$ cat config.mk
export PLATFORM = sky130hd
export DESIGN_NAME = uart_rx
export DESIGN_NICKNAME = d
export VERILOG_FILES = /design/src/rtl/uart_pkg.sv /design/src/rtl/uart_fifo.sv /design/src/rtl/uart_rx.sv
export SDC_FILE = /design/constraint.sdc
export NUM_CORES = 1
export LEC_CHECK = 0
export ABC_AREA = 1
export CAP_MARGIN = 20
export CORE_MARGIN = 5
export CORE_UTILIZATION = 50
export DETAILED_ROUTE_END_ITERATION = 12
export GPL_TIMING_DRIVEN = 0
export PLACE_DENSITY = 0.72
export SETUP_SLACK_MARGIN = 0.4
export SYNTH_ARGS = -nofsm -noshare
export SYNTH_HDL_FRONTEND = slang
export SYNTH_SLANG_ARGS = --single-unit
export TNS_END_PERCENT = 100
$ cat constraint.sdc
create_clock -name clk -period 2.1 [get_ports clk]
set_input_delay 0.42 -clock clk [delete_from_list [all_inputs] [get_ports clk]]
set_output_delay 0.42 -clock clk [all_outputs]
set_load 0.005 [all_outputs]
$ cat src/rtl/uart_pkg.sv
// Shared UART definitions: frame constants, receiver state encoding and bit-timing helper.
// The PARITY state exists only when UART_RX_PARITY_EN is defined.
package uart_pkg;

  localparam int unsigned DATA_BITS = 8;
  localparam logic        START_BIT = 1'b0;
  localparam logic        STOP_BIT  = 1'b1;

  typedef enum logic [2:0] {
    IDLE,
    START,
    DATA,
`ifdef UART_RX_PARITY_EN
    PARITY,
`endif
    STOP,
    WAIT_IDLE
  } state_t;

  function automatic int unsigned calc_bit_ticks(input int unsigned clock_f,
                                                 input int unsigned baudrate);
    return clock_f / baudrate;
  endfunction

endpackage

$ cat src/rtl/uart_fifo.sv
// First-word-fall-through byte FIFO with wrap-bit pointers and registered head/flags.
// Kept generic so the transmitter can reuse it.
module uart_fifo #(
  parameter int unsigned DEPTH = 2
) (
  input  logic       clk,
  input  logic       reset,
  input  logic       push,
  input  logic [7:0] din,
  input  logic       pop,
  output logic [7:0] dout,
  output logic       full,
  output logic       empty
);

  localparam int unsigned AW = $clog2(DEPTH);
  localparam int unsigned PW = AW + 1;

  logic [7:0]    mem [DEPTH];
  logic [PW-1:0] wr_ptr;
  logic [PW-1:0] rd_ptr;
  logic [PW-1:0] wr_next;
  logic [PW-1:0] rd_next;
  logic          push_ok;
  logic          pop_ok;
  logic [7:0]    head_next;

  // A push into a full FIFO is only taken when the head leaves in the same cycle.
  always_comb begin
    pop_ok  = pop & ~empty;
    push_ok = push & (~full | pop_ok);
    rd_next = rd_ptr + PW'(pop_ok);
    wr_next = wr_ptr + PW'(push_ok);
    if (push_ok && (wr_ptr[AW-1:0] == rd_next[AW-1:0])) begin
      head_next = din;
    end else begin
      head_next = mem[rd_next[AW-1:0]];
    end
  end

  always_ff @(posedge clk) begin
    if (push_ok) begin
      mem[wr_ptr[AW-1:0]] <= din;
    end
  end

  always_ff @(posedge clk or posedge reset) begin
    if (reset) begin
      wr_ptr <= '0;
      rd_ptr <= '0;
      empty  <= 1'b1;
      full   <= 1'b0;
      dout   <= '0;
    end else begin
      wr_ptr <= wr_next;
      rd_ptr <= rd_next;
      empty  <= (wr_next == rd_next);
      full   <= (wr_next[AW-1:0] == rd_next[AW-1:0]) && (wr_next[AW] != rd_next[AW]);
      if (push_ok || pop_ok) begin
        dout <= head_next;
      end
    end
  end

endmodule

$ cat src/rtl/uart_rx.sv
// UART receiver: 2-flop synchronizer, mid-bit sampling FSM and FWFT receive FIFO.
// Define UART_RX_PARITY_EN to add an even-parity bit and the parity_err output.
module uart_rx #(
  parameter int unsigned CLOCK_F    = 100000000,
  parameter int unsigned BAUDRATE   = 9600,
  parameter int unsigned FIFO_DEPTH = 2
) (
  input  logic       clk,
  input  logic       reset,
  input  logic       rx,
  output logic [7:0] data_out,
  output logic       rx_valid,
  input  logic       rx_ready,
  output logic       frame_err,
`ifdef UART_RX_PARITY_EN
  output logic       parity_err,
`endif
  output logic       overrun
);

  import uart_pkg::*;

  localparam int unsigned BIT_TICKS  = calc_bit_ticks(CLOCK_F, BAUDRATE);
  localparam int unsigned HALF_TICKS = BIT_TICKS / 2;
  localparam int unsigned CNT_W      = $clog2(BIT_TICKS);
  localparam int unsigned BIT_W      = $clog2(DATA_BITS);

  logic                 sync1;
  logic                 sync2;
  logic [1:0]           settle;
  logic                 rx_prev;
  state_t               state;
  logic [CNT_W-1:0]     cnt;
  logic [BIT_W-1:0]     bit_cnt;
  logic [DATA_BITS-1:0] shreg;
  logic                 push;
  logic [7:0]           push_data;
  logic                 fifo_full;
  logic                 fifo_empty;
  logic                 pop;
  logic                 bit_end;
`ifdef UART_RX_PARITY_EN
  logic                 par_bit;
`endif

  // rx_prev stays low until the synchronizer holds real line samples, so a line
  // already low at reset release never looks like a 1->0 edge.
  always_ff @(posedge clk or posedge reset) begin
    if (reset) begin
      sync1   <= 1'b1;
      sync2   <= 1'b1;
      settle  <= 2'b00;
      rx_prev <= 1'b0;
    end else begin
      sync1   <= rx;
      sync2   <= sync1;
      settle  <= {settle[0], 1'b1};
      rx_prev <= sync2 & settle[1];
    end
  end

  assign bit_end = (cnt == CNT_W'(BIT_TICKS - 1));

  always_ff @(posedge clk or posedge reset) begin
    if (reset) begin
      state     <= IDLE;
      cnt       <= '0;
      bit_cnt   <= '0;
      shreg     <= '0;
      push      <= 1'b0;
      push_data <= '0;
      frame_err <= 1'b0;
`ifdef UART_RX_PARITY_EN
      par_bit    <= 1'b0;
      parity_err <= 1'b0;
`endif
    end else begin
      push      <= 1'b0;
      frame_err <= 1'b0;
`ifdef UART_RX_PARITY_EN
      parity_err <= 1'b0;
`endif
      case (state)
        IDLE: begin
          if (rx_prev && !sync2) begin
            state <= START;
            cnt   <= '0;
          end
        end
        START: begin
          if (cnt == CNT_W'(HALF_TICKS - 1)) begin
            cnt     <= '0;
            bit_cnt <= '0;
            state   <= (sync2 == START_BIT) ? DATA : IDLE;
          end else begin
            cnt <= cnt + CNT_W'(1);
          end
        end
        DATA: begin
          if (bit_end) begin
            cnt     <= '0;
            shreg   <= {sync2, shreg[DATA_BITS-1:1]};
            bit_cnt <= bit_cnt + BIT_W'(1);
            if (bit_cnt == BIT_W'(DATA_BITS - 1)) begin
`ifdef UART_RX_PARITY_EN
              state <= PARITY;
`else
              state <= STOP;
`endif
            end
          end else begin
            cnt <= cnt + CNT_W'(1);
          end
        end
`ifdef UART_RX_PARITY_EN
        PARITY: begin
          if (bit_end) begin
            cnt     <= '0;
            par_bit <= sync2;
            state   <= STOP;
          end else begin
            cnt <= cnt + CNT_W'(1);
          end
        end
`endif
        STOP: begin
          if (bit_end) begin
            cnt <= '0;
            if (sync2 != STOP_BIT) begin
              frame_err <= 1'b1;
              state     <= WAIT_IDLE;
`ifdef UART_RX_PARITY_EN
            end else if (^{shreg, par_bit}) begin
              parity_err <= 1'b1;
              state      <= IDLE;
`endif
            end else begin
              push      <= 1'b1;
              push_data <= shreg;
              state     <= IDLE;
            end
          end else begin
            cnt <= cnt + CNT_W'(1);
          end
        end
        WAIT_IDLE: begin
          if (sync2) begin
            state <= IDLE;
          end
        end
        default: state <= IDLE;
      endcase
    end
  end

  assign pop      = rx_ready & ~fifo_empty;
  assign rx_valid = ~fifo_empty;

  // A completed byte that finds the FIFO full with no pop in the same cycle is lost.
  always_ff @(posedge clk or posedge reset) begin
    if (reset) begin
      overrun <= 1'b0;
    end else begin
      overrun <= push & fifo_full & ~pop;
    end
  end

  uart_fifo #(
    .DEPTH(FIFO_DEPTH)
  ) u_fifo (
    .clk  (clk),
    .reset(reset),
    .push (push),
    .din  (push_data),
    .pop  (pop),
    .dout (data_out),
    .full (fifo_full),
    .empty(fifo_empty)
  );

endmodule

==> results of run 1 <==
[worst min path at each step]
stage | startpoint | endpoint | slack, ns | cells past startpoint
after floorplan | settle[0] | settle[1] | 0.33 | 0
after global placement | settle[0] | settle[1] | 0.33 | 0
after detailed placement | settle[0] | settle[1] | 0.34 | 0
after CTS | settle[0] | settle[1] | 0.36 | 0
after global routing | sync1 | sync2 | 0.37 | 0
final | settle[0] | settle[1] | 0.36 | 0
[layout make-up]
class,instances,area (sq um),share of cell area
clock buffers,10,128,0.0294
clock inverters,6,66.3,0.0153
flip-flops and latches,74,1940,0.446
multi-input cells,275,1550,0.358
plain buffers,12,90.1,0.0207
repair buffers,26,249,0.0573
inverters,51,195,0.0450
well taps,99,124,0.0285
[power by group through the flow]
| stage | clock (mW) | sequential (mW) | combinational (mW) |
|---|---|---|---|
| after detailed placement | 0 | 1.62 | 0.626 |
| after floorplan | 0 | 1.61 | 0.477 |
| after CTS | 1.13 | 1.60 | 0.629 |
| after global routing | 1.20 | 1.62 | 0.735 |
| final | 1.09 | 1.60 | 0.657 |
| after global placement | 0 | 1.62 | 0.608 |
[metal layers]
metal,track usage,up-vias
met4,0.0938,0
li1,-,1407
met2,0.303,63
met5,0,-
met3,0.0363,12
met1,0.193,1263
[worst max-delay path, stage by stage, from the launching register on]
cell and delay [ns]:
dfstp_2 0.53, inv_2 0.03, nand2_2 0.07, inv_2 0.05, ha_4 0.22, buf_8 0.13, xnor2_4 0.22, buf_6 0.16
nand2_8 0.08, nand2_2 0.07, a31oi_1 0.08
[sequential cells by signal, indices dropped and copies added (netlist names), 2 cells and up]
register,cells
settle,2
shreg,8
u_fifo.dout,8
u_fifo.mem,16
u_fifo.rd_ptr,2
push_data,8
cnt,14
u_fifo.wr_ptr,2
state,3
bit_cnt,3
[placed cells by master, fill, tap and decap left out, types with 6 or more instances in the layout]
cell | synthesis | routed
dfrtp_1 | 55 | 55
inv_1 | 49 | 46
xor2_1 | 7 | 6
nand4_1 | 11 | 11
nor2_1 | 38 | 38
buf_4 | 2 | 11
o21ai_1 | 10 | 16
edfxtp_1 | 16 | 16
o21ai_2 | 7 | 7
a31oi_1 | 8 | 8
clkbuf_8 | 0 | 9
nand2_2 | 2 | 11
buf_2 | 8 | 6
nand2_1 | 110 | 100
clkdlybuf4s50_1 | 0 | 13
nand3_1 | 39 | 39
[kinds of logic (layout without fill, tap and decap cells)]
kind of cell | after synthesis | after routing
compound gates | 40 | 40
xor+xnor | 10 | 10
fa+ha+maj | 6 | 6
buf+inv | 63 | 105
flops | 74 | 74
other cells | 1 | 1
simple gates | 218 | 218
[stage by stage]
stage          hold WS, ns  setup TNS (ns)  worst slack (ns)   util  std cells
2_1_floorplan        0.331               0             0.420      -        412
3_3_place_gp         0.335          -0.865            -0.194  0.550        525
3_5_place_dp         0.340           -1.21            -0.217  0.553        526
4_1_cts              0.358               0             0.325  0.596        550
5_1_grt              0.368               0             0.261  0.605        553
6_report             0.357               0             0.336  0.605        553
[timing repair]
item | CTS | global route
buffers inserted | 8 | 3
resized for setup | 17 | 13
setup endpoints to repair | 19 | 40
pin swaps | 4 | 4
==> results.py, run 1 <==
metrics = {
    "logic_synthesis": {
        "synth_top_area_frac": 0.379,
        "synth_fp_nets": 422,
        "synth-edff-count": 16,
        "synth_seq_area_share": 0.533,
        "synth_seq_cells": 74,
        "synth.distinct_cells": 35,
        "synth_top_area_cell": "dfrtp_1",
        "yosys.cell_count.top_type": "nand2_1",
        "syn_inst": 412,
        "synth_area_leaders": "dfrtp_1, edfxtp_1, nand2_1, nand3_1, inv_1",
        "synthMuxAreaShare": 0,
        "yosysWarnings": 0,
        "synth_area_sq_um": 3630,
        "synth_top_family_by_area": "simple AND/OR/NAND/NOR gates",
        "yosys.area_share.xor_xnor": 0.0262,
        "synth_adder_area_share": 0.0207,
        "synth_commonest_cells": "nand2_1, dfrtp_1, inv_1",
        "synth_ff_type": "dfrtp_1",
        "synth_simple_gate_area_frac": 0.277,
        "avgSynthCellArea_sq_um": 8.82,
        "synthArstFlopShare": 0.784,
        "synth-compound-area-share": 0.0688,
    },
    "clocking": {
        "cts.sinks": 74,
        "worstSkewPairLatency_ns": 0.34,
        "postCtsHoldBufs": 0,
        "htreeDepth": 3,
        "path_clk_slew_ns": 0.08,
        "clock-root-buffer": "clkbuf_8",
        "clockBufferDepth": 2,
        "tritoncts": "yes",
        "cts_buffers": 9,
    },
    "worst_setup_path": {
        "reg2reg_from": "u_fifo.empty",
        "rrSetupSlack_ns": 0.34,
        "crit_path_end": "u_fifo.dout[0]",
        "cp.arrival_ns": 1.99,
        "r2r_cells": 10,
        "startpoint_type": "flip-flop",
        "cp.required_ns": 2.32,
        "end_kind": "flip-flop",
        "crit_type": "reg2reg",
        "r2r-end": "u_fifo.dout[0]",
        "cp_max_fo": 8,
        "critPathLaunch": "u_fifo.empty",
    },
    "die": {
        "num_io_pins": 15,
        "num_rows": 31,
        "die_area_sq_um": 9070,
        "coreArea_sq_um": 7180,
        "die_h_um": 95.3,
        "die_x_um": 95.3,
        "start_util": 0.507,
    },
    "detailed_routing": {
        "first_pass_iters": 4,
        "ant_nets": 0,
        "met3_length_um": 287,
        "met1Wirelength_um": 2830,
        "vias": 2745,
        "vias_per_cell": 4.96,
        "maxUsedRoutingLayer": "met4",
        "routed_wirelength_um": 6890,
        "met2_length_um": 3640,
        "wire_per_inst_um": 12.5,
        "drc": 0,
        "drt-initial-drc-count": 77,
    },
    "pwr": {
        "p_per_area_nw_per_um2": 772,
        "p_int_mw": 2.29,
        "combPwrFrac": 0.196,
        "p_seq_frac": 0.478,
        "p_sw_mw": 1.06,
        "irDropWorstVdd_mv": 0.528,
        "p_leak_nw": 2.03,
        "sw_frac_of_total": 0.317,
        "design_power_total_mw": 3.35,
        "pwr-share-clk": 0.326,
    },
    "placed_design": {
        "gp_congestion": 0.850,
        "portBuffers": 14,
        "hpwl_um": 4910,
        "placed_area_sq_um": 3970,
    },
    "sta": {
        "finalCriticalPeriod_ns": 1.76,
        "rsz0062_at_grt": "yes",
        "setup_viol": 0,
        "skew_ns": 0.00634,
        "fmax_mhz": 567,
        "fin_crit_sh": 0.840,
        "hold_viol": 0,
        "final-max-slew-violation-count": 0,
    },
    "layout": {
        "final_cell_area_sq_um": 4340,
        "antennaDiodeCount": 0,
        "nets": 459,
        "drive_above_1_share": 0.187,
        "syn2layout_area_growth_pct": 19.4,
        "fill_cells": 604,
    },
    "grt": {
        "track_usage": 0.172,
        "grt_pass1_vias": 2700,
        "grt_first_pass_wirelength_um": 12000,
        "grt_max_degree": 44,
        "grt_overflow": 0,
        "antenna_found_initial": 0,
    },
    "run_status": {
        "status": "completed",
    },
    "worst_hold_path": {
        "hold_class": "reg2reg",
    },
    "flow_run": {
        "cap_violations": 0,
    },
}
Power figures use the tool's default switching activity.
==> run 2: changes to the inputs <==
--- a/config.mk
+++ b/config.mk
@@ -11,7 +11,7 @@
 export CORE_UTILIZATION = 50
 export DETAILED_ROUTE_END_ITERATION = 12
 export GPL_TIMING_DRIVEN = 0
-export PLACE_DENSITY = 0.72
+export PLACE_DENSITY = 0.74
 export SETUP_SLACK_MARGIN = 0.4
 export SYNTH_ARGS = -nofsm -noshare
 export SYNTH_HDL_FRONTEND = slang
==> constraint.sdc (replaced) <==
create_clock -name clk -period 1.4 [get_ports clk]
set_input_delay 0.28 -clock clk [delete_from_list [all_inputs] [get_ports clk]]
set_output_delay 0.28 -clock clk [all_outputs]
set_load 0.005 [all_outputs]
==> run 2 against run 1 <==
Effect of this change: clock power up 69%; sequential cell count is the same; via count rose by 12%; die area unchanged; the run now ends with negative setup slack left; cell count up 6.7%.
==> results.py, run 2 (same netlist as run 1, synthesis figures left out) <==
metrics = {
    "sta": {
        "skew_ns": 0.00931,
        "rsz0062_at_grt": "yes",
        "finalCriticalPeriod_ns": 1.76,
        "fmax_mhz": 567,
        "hold_viol": 0,
        "fin_crit_sh": 1.26,
        "setup_viol": 62,
        "setup_slack_ns": -0.363,
        "fin_setup_tns_ns": -9.01,
        "final-max-slew-violation-count": 0,
    },
    "worst_setup_path": {
        "cp.required_ns": 1.67,
        "cp_top_family": "flip-flops",
        "end_kind": "flip-flop",
        "slowest_stage": "dfstp_2",
        "startpoint_type": "flip-flop",
        "slowest_delay_ns": 0.54,
        "cp_max_fo": 7,
        "crit_chain": "inv_2, nand2_4, inv_4, ha_4, buf_8, xnor2_4, buf_12, buf_6, nand3_2, a31oi_1",
        "cp.arrival_ns": 2.04,
        "crit_type": "reg2reg",
        "critPathBufInv": 5,
    },
    "layout": {
        "final_cell_area_sq_um": 5110,
        "antennaDiodeCount": 0,
        "nets": 496,
        "final_common_cell": "nand2_1",
        "mostFrequentLayoutCells": "nand2_1, dfrtp_1, inv_1, buf_4, nor2_1",
        "fin_util": 0.712,
        "syn2layout_area_growth_pct": 40.7,
        "drive_above_1_share": 0.426,
        "largest_register_ffs": 16,
    },
    "detailed_routing": {
        "maxUsedRoutingLayer": "met4",
        "drc": 0,
        "routed_wirelength_um": 8530,
        "vias_per_cell": 5.19,
        "first_pass_iters": 5,
        "vias": 3063,
        "drt-initial-drc-count": 108,
        "ant_nets": 0,
        "wire_per_inst_um": 14.4,
        "met2_length_um": 4730,
        "met3_length_um": 323,
        "met1Wirelength_um": 3280,
    },
    "grt": {
        "antenna_found_initial": 0,
        "grt_max_degree": 44,
        "grt_first_pass_wirelength_um": 12900,
        "grt_pass1_vias": 2812,
        "grt_overflow": 0,
        "track_usage": 0.184,
    },
    "clocking": {
        "path_clk_slew_ns": 0.08,
        "tritoncts": "yes",
        "cts_buffers": 9,
        "clockBufferDepth": 2,
        "clock-root-buffer": "clkbuf_8",
        "cts.sinks": 74,
        "htreeDepth": 3,
        "worstSkewPairLatency_ns": 0.35,
        "postCtsHoldBufs": 0,
    },
    "pwr": {
        "design_power_total_mw": 5.85,
        "p_sw_mw": 1.87,
        "pwr-share-clk": 0.314,
        "sw_frac_of_total": 0.320,
        "p_leak_nw": 2.41,
        "irDropWorstVdd_mv": 0.901,
        "combPwrFrac": 0.271,
        "p_per_area_nw_per_um2": 1140,
        "p_seq_frac": 0.415,
        "p_int_mw": 3.97,
    },
    "placed_design": {
        "portBuffers": 14,
        "gp_congestion": 0.913,
        "placed_area_sq_um": 4070,
        "hpwl_um": 5090,
    },
    "die": {
        "num_io_pins": 15,
        "start_util": 0.507,
        "die_x_um": 95.3,
        "num_rows": 31,
        "coreArea_sq_um": 7180,
        "die_area_sq_um": 9070,
        "die_h_um": 95.3,
    },
    "run_status": {
        "status": "finished, violations left",
        "violations": "negative setup slack",
    },
    "flow_run": {
        "cap_violations": 0,
    },
    "worst_hold_path": {
        "hold_class": "in2async",
    },
}
[run 2: cell types whose count changed in the layout (fill, tap and decap cells not counted), sizes merged]
cell | previous run | this run
buf | 23 | 69
bufinv | 1 | 2
dlygate4sd2 | 1 | 2
clkdlybuf4s50 | 13 | 2
[run 2: what timing repair did]
action,4_1_cts,5_1_grt
pin swaps,22,28
buffers inserted,20,25
cloned,1,2
gates resized for setup,92,82
setup endpoints to repair,79,79
[run 2: area by class of cell]
class                           count  area, sq um
Sequential cell                    74         1940
Multi-Input combinational cell    275         1900
Tap cell                           99          124
Clock buffer                        9          124
Timing Repair Buffer               63          599
Buffer                             12          129
Fill cell                         502         2060
Inverter                           51          203
Clock inverter                      7         92.6
[run 2: layer usage]
metal  vias to the layer above  GRT usage
li1                       1484          -
met1                      1487      0.211
met2                        71      0.339
met3                        21     0.0371
met4                         0     0.0637
met5                         -          0
[run 2: power groups by stage]
stage                     sequential, mW  combinational, mW  clock (mW)
after CTS                           2.41               1.36        1.82
after global placement              2.45               1.04           0
after floorplan                     2.43              0.843           0
after detailed placement            2.45               1.08           0
final                               2.43               1.59        1.84
after global routing                2.43               1.74        1.96
[run 2: per-stage QoR]
stage	instances	setup WS [ns]	hold slack [ns]
floorplan	412	-0.233	0.284
global placement	525	-0.742	0.333
detailed placement	526	-0.766	0.337
CTS	563	-0.349	0.273
global route	590	-0.416	0.290
finish	590	-0.363	0.278
[run 2: worst paths after layout]
path                                   start        endpoint  slack [ns]  depth (start not counted)
worst min-delay path                   reset  u_fifo.dout[3]        0.28                          2
worst max register to register  u_fifo.empty  u_fifo.dout[2]       -0.36                         10
worst min register to register     settle[0]       settle[1]        0.35                          0
worst max-delay path            u_fifo.empty  u_fifo.dout[2]       -0.36                         10
max in group asynchronous              reset           sync2        0.54                          3
min in group clk                          rx           sync1        0.33                          1
